$ cat src/rtl/dmem_arbiter.sv
// -----------------------------------------------------------------------------
// dmem_arbiter
//
// Two-requester arbiter in front of a single-port synchronous data memory
// (BRAM with one-cycle read latency). M0 is the CPU load/store unit and M1 is
// the debug/DMA loader. M0 has fixed priority. After M1 has been blocked for
// MAX_WAIT consecutive cycles, M1 wins the next contended arbitration.
//
// The owner of each accepted access is registered, so read data returning one
// cycle later goes only to the requester that issued the read. An access whose
// word index is at or beyond DEPTH_WORDS is still granted. Its memory write is
// suppressed, and it produces a one-cycle error pulse instead of read data.
//
// Parameters:
//   DEPTH_WORDS  memory depth in 32-bit words (valid word index 0..DEPTH_WORDS-1)
//   MAX_WAIT     blocked M1 cycles before M1 is forced to win once
//   CNT_W        starvation counter width; must be able to hold MAX_WAIT
//
// Ports:
//   clk, reset          rising-edge clock; asynchronous active-high reset
//   mX_req/we/addr      request, write enable, byte address (word = addr[31:2])
//   mX_wdata_sel/wdata  byte-lane write mask and write data
//   mX_gnt              request accepted this cycle (combinational)
//   mX_rvalid/rdata     read data, one cycle after acceptance (rdata 0 otherwise)
//   mX_err              out-of-range response, one cycle after acceptance
//   mem_we/addr/...     memory drive, muxed from the winner (M0 fields when idle)
//   mem_rdata           memory read data, valid one cycle after the address
// -----------------------------------------------------------------------------
module dmem_arbiter #(
  parameter int DEPTH_WORDS = 131072,
  parameter int MAX_WAIT    = 4,
  parameter int CNT_W       = 3
) (
  input  logic        clk,
  input  logic        reset,

  input  logic        m0_req,
  input  logic        m0_we,
  input  logic [31:0] m0_addr,
  input  logic [3:0]  m0_wdata_sel,
  input  logic [31:0] m0_wdata,
  output logic        m0_gnt,
  output logic        m0_rvalid,
  output logic [31:0] m0_rdata,
  output logic        m0_err,

  input  logic        m1_req,
  input  logic        m1_we,
  input  logic [31:0] m1_addr,
  input  logic [3:0]  m1_wdata_sel,
  input  logic [31:0] m1_wdata,
  output logic        m1_gnt,
  output logic        m1_rvalid,
  output logic [31:0] m1_rdata,
  output logic        m1_err,

  output logic        mem_we,
  output logic [31:0] mem_addr,
  output logic [3:0]  mem_wdata_sel,
  output logic [31:0] mem_wdata,
  input  logic [31:0] mem_rdata
);

  localparam logic [29:0]      DEPTH_LIMIT = 30'(DEPTH_WORDS);
  localparam logic [CNT_W-1:0] WAIT_LIMIT  = CNT_W'(MAX_WAIT);

  // Owner encoding of the in-flight response: 0 = M0, 1 = M1.
  logic             resp_vld;
  logic             resp_owner;
  logic             resp_rd;
  logic             resp_err;
  logic [CNT_W-1:0] starve_cnt;

  logic             any_gnt;
  logic             sel_we;
  logic             in_range;

  // ---------------------------------------------------------------------------
  // Arbitration
  // ---------------------------------------------------------------------------
  // NOTE: every output of a combinational block is given a default before any
  // branch, so no path can leave it unassigned and infer a latch.
  always_comb begin
    m0_gnt = 1'b0;
    m1_gnt = 1'b0;
    // Grants are combinational, so they would follow the requests even while
    // the registered state is held in reset. They are gated explicitly.
    if (!reset) begin
      if (m0_req && m1_req) begin
        if (starve_cnt == WAIT_LIMIT) begin
          m1_gnt = 1'b1;
        end else begin
          m0_gnt = 1'b1;
        end
      end else begin
        m0_gnt = m0_req;
        m1_gnt = m1_req;
      end
    end
  end

  assign any_gnt = m0_gnt | m1_gnt;

  // ---------------------------------------------------------------------------
  // Memory drive: the M1 fields are used only when M1 actually wins.
  // ---------------------------------------------------------------------------
  always_comb begin
    sel_we        = m0_we;
    mem_addr      = m0_addr;
    mem_wdata_sel = m0_wdata_sel;
    mem_wdata     = m0_wdata;
    if (m1_gnt) begin
      sel_we        = m1_we;
      mem_addr      = m1_addr;
      mem_wdata_sel = m1_wdata_sel;
      mem_wdata     = m1_wdata;
    end
  end

  // The byte offset plays no part in the range check.
  assign in_range = (mem_addr[31:2] < DEPTH_LIMIT);
  assign mem_we   = any_gnt & sel_we & in_range;

  // ---------------------------------------------------------------------------
  // Starvation counter and response tracking
  // ---------------------------------------------------------------------------
  // NOTE: sequential state is assigned with non-blocking assignments, so every
  // register samples the values that were present before the clock edge.
  always_ff @(posedge clk or posedge reset) begin
    if (reset) begin
      starve_cnt <= '0;
      resp_vld   <= 1'b0;
      resp_owner <= 1'b0;
      resp_rd    <= 1'b0;
      resp_err   <= 1'b0;
    end else begin
      if (m1_req && !m1_gnt) begin
        if (starve_cnt != WAIT_LIMIT) begin
          starve_cnt <= starve_cnt + CNT_W'(1);
        end
      end else begin
        starve_cnt <= '0;
      end
      // The response registers update every cycle. Without an accept,
      // resp_vld drops and the other fields have no effect.
      resp_vld   <= any_gnt;
      resp_owner <= m1_gnt;
      resp_rd    <= ~sel_we;
      resp_err   <= ~in_range;
    end
  end

  // ---------------------------------------------------------------------------
  // Response routing
  // ---------------------------------------------------------------------------
  assign m0_rvalid = resp_vld & resp_rd & ~resp_err & ~resp_owner;
  assign m1_rvalid = resp_vld & resp_rd & ~resp_err &  resp_owner;
  assign m0_err    = resp_vld & resp_err & ~resp_owner;
  assign m1_err    = resp_vld & resp_err &  resp_owner;
  assign m0_rdata  = m0_rvalid ? mem_rdata : 32'h0;
  assign m1_rdata  = m1_rvalid ? mem_rdata : 32'h0;

endmodule

$ cat config.mk
export PLATFORM = sky130hd
export DESIGN_NAME = dmem_arbiter
export DESIGN_NICKNAME = d
export VERILOG_FILES = /design/src/rtl/dmem_arbiter.sv
export SDC_FILE = /design/constraint.sdc
export NUM_CORES = 1
export LEC_CHECK = 0
export CAP_MARGIN = 40
export CORE_AREA = 2 2 121 123
export CTS_CLUSTER_SIZE = 8
export DETAILED_ROUTE_END_ITERATION = 8
export DIE_AREA = 0 0 123 125
export GPL_TIMING_DRIVEN = 0
export HOLD_SLACK_MARGIN = 0.03
export REMOVE_ABC_BUFFERS = 1
export SETUP_SLACK_MARGIN = 0.1
export SLEW_MARGIN = 20
export SYNTH_ARGS = -nofsm -noshare
export SYNTH_HDL_FRONTEND = slang
export SYNTH_SLANG_ARGS = --single-unit
$ cat constraint.sdc
create_clock -name clk -period 1.9 [get_ports clk]
set_input_delay 0.285 -clock clk [delete_from_list [all_inputs] [get_ports clk]]
set_output_delay 0.285 -clock clk [all_outputs]
set_load 0.01 [all_outputs]
==> results of run 1 <==
[where the power goes]
| part | leakage [nW] | internal, mW | switching (mW) |
|---|---|---|---|
| Sequential | 0.0841 | 0.160 | 0.00931 |
| Clock | 0.0382 | 0.279 | 0.0767 |
| Combinational | 2.85 | 0.738 | 0.379 |
[state kept, by name (all words and copies together) (netlist names)]
register	flops
resp_rd	1
resp_err	1
starve_cnt	3
resp_owner	1
resp_vld	1
[worst max-delay path, delay by kind of cell, from the launching register on]
| kind | cells | cell delay, ns |
|---|---|---|
| flops | 1 | 0.39 |
| mux | 1 | 0.31 |
| simple gates | 1 | 0.04 |
| compound gates | 1 | 0.26 |
| fa+ha+maj | 1 | 0.14 |
| buf+inv | 4 | 0.50 |
[routing by layer]
layer | global-route usage | up-vias | share of wire
li1 | - | 1460 | -
met3 | 0.0347 | 8 | 0.10
met4 | 0.0267 | 0 | 0.014
met2 | 0.325 | 190 | 0.57
met1 | 0.137 | 1377 | 0.31
met5 | 0 | - | 0
[how the worst min path moves through the flow]
stage                     to  slack, ns  depth (start not counted)
6_report       starve_cnt[2]       0.17                          2
5_1_grt        starve_cnt[2]       0.20                          2
4_1_cts        starve_cnt[1]       0.16                          2
3_5_place_dp   starve_cnt[1]       0.57                          2
3_3_place_gp   starve_cnt[1]       0.54                          2
2_1_floorplan       resp_err       0.09                          1
[logic make-up (layout without fill, tap and decap cells)]
kind of cell | after synthesis | count (layout) | share of synthesized area
and+or+nand+nor | 138 | 138 | 0.376
muxes | 56 | 56 | 0.434
buffers and inverters | 20 | 367 | 0.0696
DFF | 7 | 7 | 0.0919
AOI/OAI and AO/OA | 3 | 5 | 0.0105
adders and majority gates | 2 | 2 | 0.0131
xor gates and xnor gates | 1 | 1 | 0.00459
[cells in the final DEF, fill, tap and decap left out, types with 6 or more instances in the layout]
| cell | Yosys | routed |
|---|---|---|
| and2_1 | 64 | 28 |
| nand2_2 | 0 | 14 |
| and2_4 | 0 | 36 |
| nand2_4 | 0 | 7 |
| buf_12 | 0 | 7 |
| clkbuf_2 | 0 | 26 |
| buf_16 | 0 | 6 |
| buf_4 | 1 | 16 |
| nand2_1 | 45 | 24 |
| buf_2 | 1 | 20 |
| buf_6 | 7 | 99 |
| mux2_4 | 53 | 54 |
| dlygate4sd2_1 | 0 | 11 |
| nor2_1 | 11 | 11 |
| clkdlybuf4s50_1 | 0 | 168 |
[stage by stage]
| step | setup slack, ns | std cells | power (mW) |
|---|---|---|---|
| floorplan | -2.21 | 212 | 0.477 |
| global placement | -3.68 | 708 | 1.13 |
| detailed placement | -1.23 | 711 | 1.13 |
| CTS | -0.280 | 752 | 1.58 |
| global route | -0.326 | 760 | 1.72 |
| finish | -0.273 | 760 | 1.64 |
[cell usage after synthesis]
cell       n
nor2_1    11
o21a_1     1
nand3_1    2
buf_2      1
nand2b_1   1
nor4_1     4
dfrtp_1    7
and2_1    64
nand2_1   45
inv_1      4
xnor2_1    1
and3_1     2
mux2i_1    1
inv_2      1
buf_6      7
mux2_4    53
ha_1       2
a21o_1     1
clkbuf_1   6
nor3_1     5
buf_4      1
a21oi_1    1
nand4_1    2
nor3b_1    2
mux2_2     2
[area by class of cell]
cell class              instances  area (um^2)  share of cell area
flip-flops and latches          7          178              0.0292
multi-input cells             202         1920               0.315
inverters                       5         45.0             0.00739
clock buffers                   4         78.8              0.0129
repair buffers                358         3640               0.598
well taps                     184          230              0.0378
[timing repair]
item,in CTS,in global routing
setup buffers,25,5
gates resized for setup,578,174
cloned,12,4
pin swaps,16,49
endpoints found under the setup margin,140,133
==> flow_metrics.tcl, run 1 <==
set metrics [dict create \
    p_leak_nw 2.97 \
    tns_ns -13.35 \
    yosys-top-cells-area "mux2_4 42%, and2_1 21%, dfrtp_1 9.2%, nand2_1 8.9%, buf_6 4.1%" \
    ir_worst_vdd_uv 237 \
    drtIter0Drc 30 \
    synth_cell_types 25 \
    cts_made_buffers 3 \
    fp-row-count 44 \
    yosys_register_bits 7 \
    grt_antenna_before_repair 0 \
    end_kind "output pin" \
    dpl.hpwl_um 9880 \
    die-area_um2 15400 \
    syn_avg_cell_area_um2 8.40 \
    worstSetupStartpointType "flop" \
    path_cells "inv_2 > ha_4 > nand2_4 > a21o_4 > buf_6 > buf_16 > mux2_4 > buf_6" \
    synthCells 227 \
    status "finished, violations left" \
    nets 753 \
    globalplace.congestion 0.739 \
    cp_data_required_time_ns 1.62 \
    num_vias 3035 \
    ys_warn_count 0 \
    fp.dieW_um 123 \
    wl_per_cell_um 17.5 \
    r2r-end "resp_rd" \
    cts_max_path_buffers 2 \
    grt.overflow.total 0 \
    drv_slew 0 \
    setup_viol_count_final 69 \
    cts.hold.buffers_added 0 \
    ant_nets 0 \
    dieHeight_um 125 \
    grt_pass1_vias 3086 \
    grt_first_pass_wirelength_um 17400 \
    drv_cap 0 \
    start_util 0.134 \
    reg2reg_depth 8 \
    grt_max_degree 14 \
    cpPeakStageDelay_ns 0.39 \
    crit_type "reg -> out" \
    holdCritPathClass "in -> async" \
    rsz0062_at_grt "true" \
    violations "setup timing" \
    root_buffer "clkbuf_16" \
    clk_pin_slew_ns 0.04 \
    fillCellCount 1440 \
    setup_slack_ns -0.273 \
    routed_wl_um 13300 \
    drc 0 \
    layout-drive-gt1-share 0.540 \
    cp-endpoint "mem_addr[4]" \
    synth_top_area_cell "mux2_4" \
    coreArea_um2 14200 \
    cts.sinks 7 \
    grtUsageTotal 0.151 \
    area.growth.synth_to_final_pct 220 \
    final_area_um2 6090 \
    io-pin-count 313 \
    cp_max_fo 7 \
    r2r_slack_ns 0.35 \
    diodes 0 \
    arrival_ns 1.89 \
    fin_worst_skew_ns 0.00221 \
    hold_violations 0 \
    worstMarginPinSlew_ns 0.294 \
    synth_area_um2 1910 \
    period_needed_ns 2.17 \
    htreeDepth 1 \
    slowest_stage "dfrtp_1" \
    cp-startpoint "starve_cnt[0]" \
    tritoncts "built" \
    max_freq_mhz 460 \
    placed_area_um2 5210 \
    firstDrtPassIters 4 \
    port_buffers 312 \
    ys_seq_area_frac 0.0919 \
    finalCritPeriodShare 1.14 \
    crit_top_cell "buf_6" \
    r2r_start "starve_cnt[0]" \
    synth_top_area_share 0.417 \
    p_per_area_nw_per_um2 270 \
    whs_ns 0.170 \
    viasPerCell 3.99 \
    max_slew_margin 0.804 \
    clkLatencyLatePin_ns 0.23 \
    final_core_util 0.429 \
]
No activity file was read; power rests on OpenSTA's default activity.
==> inputs of run 2 (changes only) <==
--- a/config.mk
+++ b/config.mk
@@ -6,15 +6,15 @@
 export NUM_CORES = 1
 export LEC_CHECK = 0
 export CAP_MARGIN = 40
-export CORE_AREA = 2 2 121 123
+export CORE_AREA = 2 2 120 122
 export CTS_CLUSTER_SIZE = 8
 export DETAILED_ROUTE_END_ITERATION = 8
-export DIE_AREA = 0 0 123 125
+export DIE_AREA = 0 0 122 124
 export GPL_TIMING_DRIVEN = 0
 export HOLD_SLACK_MARGIN = 0.03
 export REMOVE_ABC_BUFFERS = 1
 export SETUP_SLACK_MARGIN = 0.1
-export SLEW_MARGIN = 20
+export SLEW_MARGIN = 5
 export SYNTH_ARGS = -nofsm -noshare
 export SYNTH_HDL_FRONTEND = slang
 export SYNTH_SLANG_ARGS = --single-unit
==> constraint.sdc (replaced) <==
create_clock -name clk -period 2.6 [get_ports clk]
set_input_delay 0.39 -clock clk [delete_from_list [all_inputs] [get_ports clk]]
set_output_delay 0.39 -clock clk [all_outputs]
set_load 0.01 [all_outputs]
==> run 2 against run 1 <==
The flow now finishes without violations. Routed wire length decreased by 13%. Hold slack better by 0.11 ns. Non-clock buffer count fell by 26. Clock power fell by 26%. Critical path depth did not move. Sequential power decreased by 27%. Utilization fell by 3.4 points. Sequential cell count unchanged. Total power fell by 34%. Critical endpoint is now mem_wdata[3]. Highest routed layer unchanged.
==> flow_metrics.tcl, run 2 (same netlist as run 1, synthesis figures left out) <==
set metrics [dict create \
    status "complete, no violations" \
    crit_buf_inv 4 \
    cp_top_family "buffers and inverters" \
    placed_area_um2 5200 \
    grtUsageTotal 0.136 \
    cts.sinks 7 \
    largest_reg_flops 3 \
    cts_made_buffers 3 \
    ir_worst_vdd_uv 126 \
    p_leak_nw 2.47 \
    clkLatencyLatePin_ns 0.23 \
    grt_antenna_before_repair 0 \
    setup_slack_ns 0.133 \
    arrival_ns 2.08 \
    grt_max_degree 22 \
    path_cells "inv_2 > ha_4 > nand2_4 > a21o_4 > buf_16 > buf_12 > mux2_4 > clkdlybuf4s15_1" \
    top_register "starve_cnt" \
    grt_pass1_vias 2910 \
    mostFrequentLayoutCell "clkdlybuf4s50_1" \
    clk_pin_slew_ns 0.04 \
    port_buffers 312 \
    pwr-share-clk 0.243 \
    grt_first_pass_wirelength_um 15600 \
    slowest_stage "dfrtp_1" \
    ant_nets 0 \
    holdCritPathClass "in -> async" \
    total_power_mw 1.08 \
    root_buffer "clkbuf_16" \
    final_area_um2 5420 \
    cts.hold.buffers_added 0 \
    reg2reg_depth 7 \
    drc 0 \
    dpl.cell_count 707 \
    period_needed_ns 2.47 \
    start_util 0.139 \
    fp-row-count 43 \
    end_kind "output pin" \
    combPwrFrac 0.642 \
    setup_viol_count_final 0 \
    diodes 0 \
    tritoncts "built" \
    layout-drive-gt1-share 0.217 \
    seqPwrFrac 0.115 \
    fin_worst_skew_ns 0.00329 \
    cpPeakStageDelay_ns 0.39 \
    htreeDepth 1 \
    whs_ns 0.284 \
    worstMarginPinSlew_ns 0.412 \
    p_per_area_nw_per_um2 199 \
    max_freq_mhz 405 \
    dp_worst_setup_slack_ns -0.375 \
    worstSetupStartpointType "flop" \
    final_cell_mix "241 x clkdlybuf4s50_1, 64 x and2_1, 53 x mux2_4, 44 x nand2_1" \
    rsz0062_at_grt "true" \
    drv_slew 0 \
    drtIter0Drc 46 \
    area.growth.synth_to_final_pct 184 \
    nets 726 \
    fp.dieW_um 122 \
    routed_wl_um 11600 \
    drv_cap 0 \
    cp_data_required_time_ns 2.21 \
    viasPerCell 3.97 \
    io-pin-count 313 \
    dieHeight_um 124 \
    cp_max_fo 13 \
    num_vias 2892 \
    firstDrtPassIters 6 \
    globalplace.congestion 0.817 \
    fillCellCount 1393 \
    hold_violations 0 \
    crit_type "reg -> out" \
    coreArea_um2 13700 \
    switchingPower_mw 0.296 \
    max_slew_margin 0.723 \
    cp.depth 8 \
    final_core_util 0.395 \
    die-area_um2 15100 \
    fin_cells 729 \
    cts_max_path_buffers 2 \
    finalCritPeriodShare 0.949 \
    wl_per_cell_um 15.9 \
    intPower_mw 0.781 \
    dpl.hpwl_um 9940 \
    swShare 0.275 \
    tns_ns 0 \
    grt.overflow.total 0 \
]
[run 2: cell types whose count changed in the layout (fill, tap and decap cells not counted), moves of 20 or more]
cell,change
clkdlybuf4s15_1,+22
clkdlybuf4s50_1,+73
and2_4,-36
and2_1,+36
buf_6,-99
nand2_1,+20
[run 2: area by class of cell]
type	count	area, um^2	area share
clock buffer	4	78.8	0.0146
inverter	5	26.3	0.00485
multi-input combinational	201	1670	0.309
sequential	7	175	0.0323
tap	180	225	0.0416
timing repair buffer	332	3240	0.598
[run 2: path summary, 6_finish.rpt]
check                         startpoint  slack (ns)       endpoint
max                        starve_cnt[1]        0.13   mem_wdata[3]
max in group asynchronous          reset        2.07     resp_owner
min in group clk                   reset        0.57       resp_vld
max reg2reg                starve_cnt[1]        1.11        resp_rd
min                                reset        0.28  starve_cnt[1]
min reg2reg                starve_cnt[2]        0.68  starve_cnt[1]
[run 2: power by group through the flow]
stage | logic, mW | registers [mW] | clock network [mW]
3_3_place_gp | 0.698 | 0.124 | 0
3_5_place_dp | 0.699 | 0.125 | 0
2_1_floorplan | 0.226 | 0.123 | 0
5_1_grt | 0.733 | 0.124 | 0.272
4_1_cts | 0.700 | 0.123 | 0.265
6_report | 0.691 | 0.124 | 0.262
[run 2: timing repair]
item / 4_1_cts / 5_1_grt
setup endpoints to repair: 112 / 48
pin swaps: 3 / 2
gates resized for setup: 110 / 63
setup buffers: 12 / 2
cloned: 4 / 0
[run 2: routing by layer]
layer / track usage / up-vias / part of all wire / wire [um]
li1: - / 1400 / - / -
met1: 0.113 / 1271 / 0.30 / 3420
met2: 0.292 / 207 / 0.56 / 6460
met3: 0.0462 / 14 / 0.13 / 1480
met4: 0.0431 / 0 / 0.019 / 217
met5: 0 / - / 0 / 0
==> inputs of run 3 (changes only) <==
--- a/config.mk
+++ b/config.mk
@@ -5,7 +5,6 @@
 export SDC_FILE = /design/constraint.sdc
 export NUM_CORES = 1
 export LEC_CHECK = 0
-export CAP_MARGIN = 40
 export CORE_AREA = 2 2 120 122
 export CTS_CLUSTER_SIZE = 8
 export DETAILED_ROUTE_END_ITERATION = 8
==> run 3 against run 2 <==
Critical path depth decreased by 1. Sequential power about the same. Sequential cell count unchanged. Setup slack got worse by 0.061 ns. First-iteration DRC count decreased by 8.7%. Total power increased by 0.39%. Clock-buffer cell count unchanged. Largest cell class unchanged. Largest power group unchanged.
==> flow_metrics.tcl, run 3 (same netlist as run 1, synthesis figures left out) <==
set metrics [dict create \
    total_power_mw 1.08 \
    drv_slew 0 \
    coreArea_um2 13700 \
    area.growth.synth_to_final_pct 186 \
    hold_violations 0 \
    cts.sinks 7 \
    placed_area_um2 5200 \
    finalCritPeriodShare 0.972 \
    io-pin-count 313 \
    wl_per_cell_um 16.1 \
    largest_reg_flops 3 \
    grt_pass1_vias 2831 \
    r2r-end "resp_rd" \
    fillCellCount 1411 \
    holdCritPathClass "in -> async" \
    globalplace.congestion 0.817 \
    nets 725 \
    port_buffers 312 \
    layout-drive-gt1-share 0.190 \
    num_vias 2907 \
    wl_met2_um 6510 \
    status "complete, no violations" \
    clk_pin_slew_ns 0.04 \
    fp.dieW_um 122 \
    dieHeight_um 124 \
    crit_type "reg -> out" \
    period_needed_ns 2.53 \
    viasPerCell 3.99 \
    cp_data_required_time_ns 2.21 \
    grt_antenna_before_repair 0 \
    p_per_area_nw_per_um2 198 \
    r2r_slack_ns 1.18 \
    grt_first_pass_wirelength_um 15600 \
    tritoncts "built" \
    final_cell_mix "247 x clkdlybuf4s50_1, 64 x and2_1, 53 x mux2_4, 45 x dlygate4sd2_1, 44 x nand2_1" \
    fin_worst_skew_ns 0.00153 \
    dpl.hpwl_um 9970 \
    die-area_um2 15100 \
    cts_max_path_buffers 2 \
    mostFrequentLayoutCell "clkdlybuf4s50_1" \
    drtIter0Drc 42 \
    rsz0062_at_grt "true" \
    drv_cap 0 \
    routed_wl_um 11700 \
    p_leak_nw 2.51 \
    clkLatencyLatePin_ns 0.23 \
    ir_worst_vdd_uv 131 \
    start_util 0.139 \
    reg2reg_depth 6 \
    top_register "starve_cnt" \
    wl_met1_um 3550 \
    cp_max_fo 13 \
    ant_nets 0 \
    worstSetupStartpointType "flop" \
    topRoutingLayerUsed "met4" \
    htreeDepth 1 \
    fp-row-count 43 \
    max_slew_margin 0.765 \
    diodes 0 \
    worstMarginPinSlew_ns 0.350 \
    firstDrtPassIters 4 \
    setup_viol_count_final 0 \
    final_area_um2 5460 \
    r2r_start "starve_cnt[1]" \
    met3_wirelength_um 1440 \
    arrival_ns 2.14 \
    grt.overflow.total 0 \
    grt_max_degree 23 \
    cts_made_buffers 3 \
    drc 0 \
    root_buffer "clkbuf_16" \
    end_kind "output pin" \
    grtUsageTotal 0.136 \
    max_freq_mhz 396 \
]
[run 3: routing by layer]
metal,vias to the layer above,GRT usage
met4,0,0.0402
li1,1397,-
met3,10,0.0467
met2,193,0.289
met5,-,0
met1,1307,0.117
[run 3: worst max-delay path by stage]
stage,startpoint,end,depth (start not counted)
after CTS,reset,mem_wdata[25],6
final,starve_cnt[1],mem_wdata[25],7
after global routing,starve_cnt[1],mem_wdata[6],7
after floorplan,starve_cnt[0],mem_we,7
after global placement,reset,mem_we,7
after detailed placement,reset,mem_addr[11],6
[run 3: through the flow]
stage | instances | TNS [ns] | utilization | hold WS, ns | worst slack (ns)
floorplan | 212 | -83.48 | - | 0.199 | -1.62
global placement | 704 | -247.60 | 0.375 | 0.543 | -3.03
detailed placement | 707 | -16.43 | 0.379 | 0.565 | -0.367
CTS | 723 | 0 | 0.397 | 0.487 | 0.0323
global route | 728 | 0 | 0.398 | 0.197 | 0.00187
finish | 728 | 0 | 0.398 | 0.165 | 0.0723
[run 3: cell type report]
class / instances / area (um^2) / share of cell area
clock buffer: 4 / 78.8 / 0.0144
inverter: 5 / 23.8 / 0.00436
timing repair buffer: 331 / 3260 / 0.598
tap: 180 / 225 / 0.0413
multi-input combinational: 201 / 1690 / 0.310
sequential: 7 / 175 / 0.0321
[run 3: repair_timing]
action                     4_1_cts  5_1_grt
setup buffers                    8        5
resized for setup              100       21
gates cloned                     4        0
setup endpoints to repair      113       48
hold buffers                     0        0
pin swaps                        2        2
[run 3: where the power goes]
| group | switching [mW] | internal (mW) |
|---|---|---|
| combinational | 0.232 | 0.465 |
| sequential | 0.00658 | 0.117 |
| clock | 0.0562 | 0.204 |
[run 3: worst max-delay path: stages (launching register included)]
cell and delay, ns:
dfrtp_1 0.40, inv_2 0.08, ha_4 0.16, nand2_4 0.08
a21o_4 0.29, bufbuf_16 0.32, mux2_4 0.30, dlygate4sd2_1 0.28
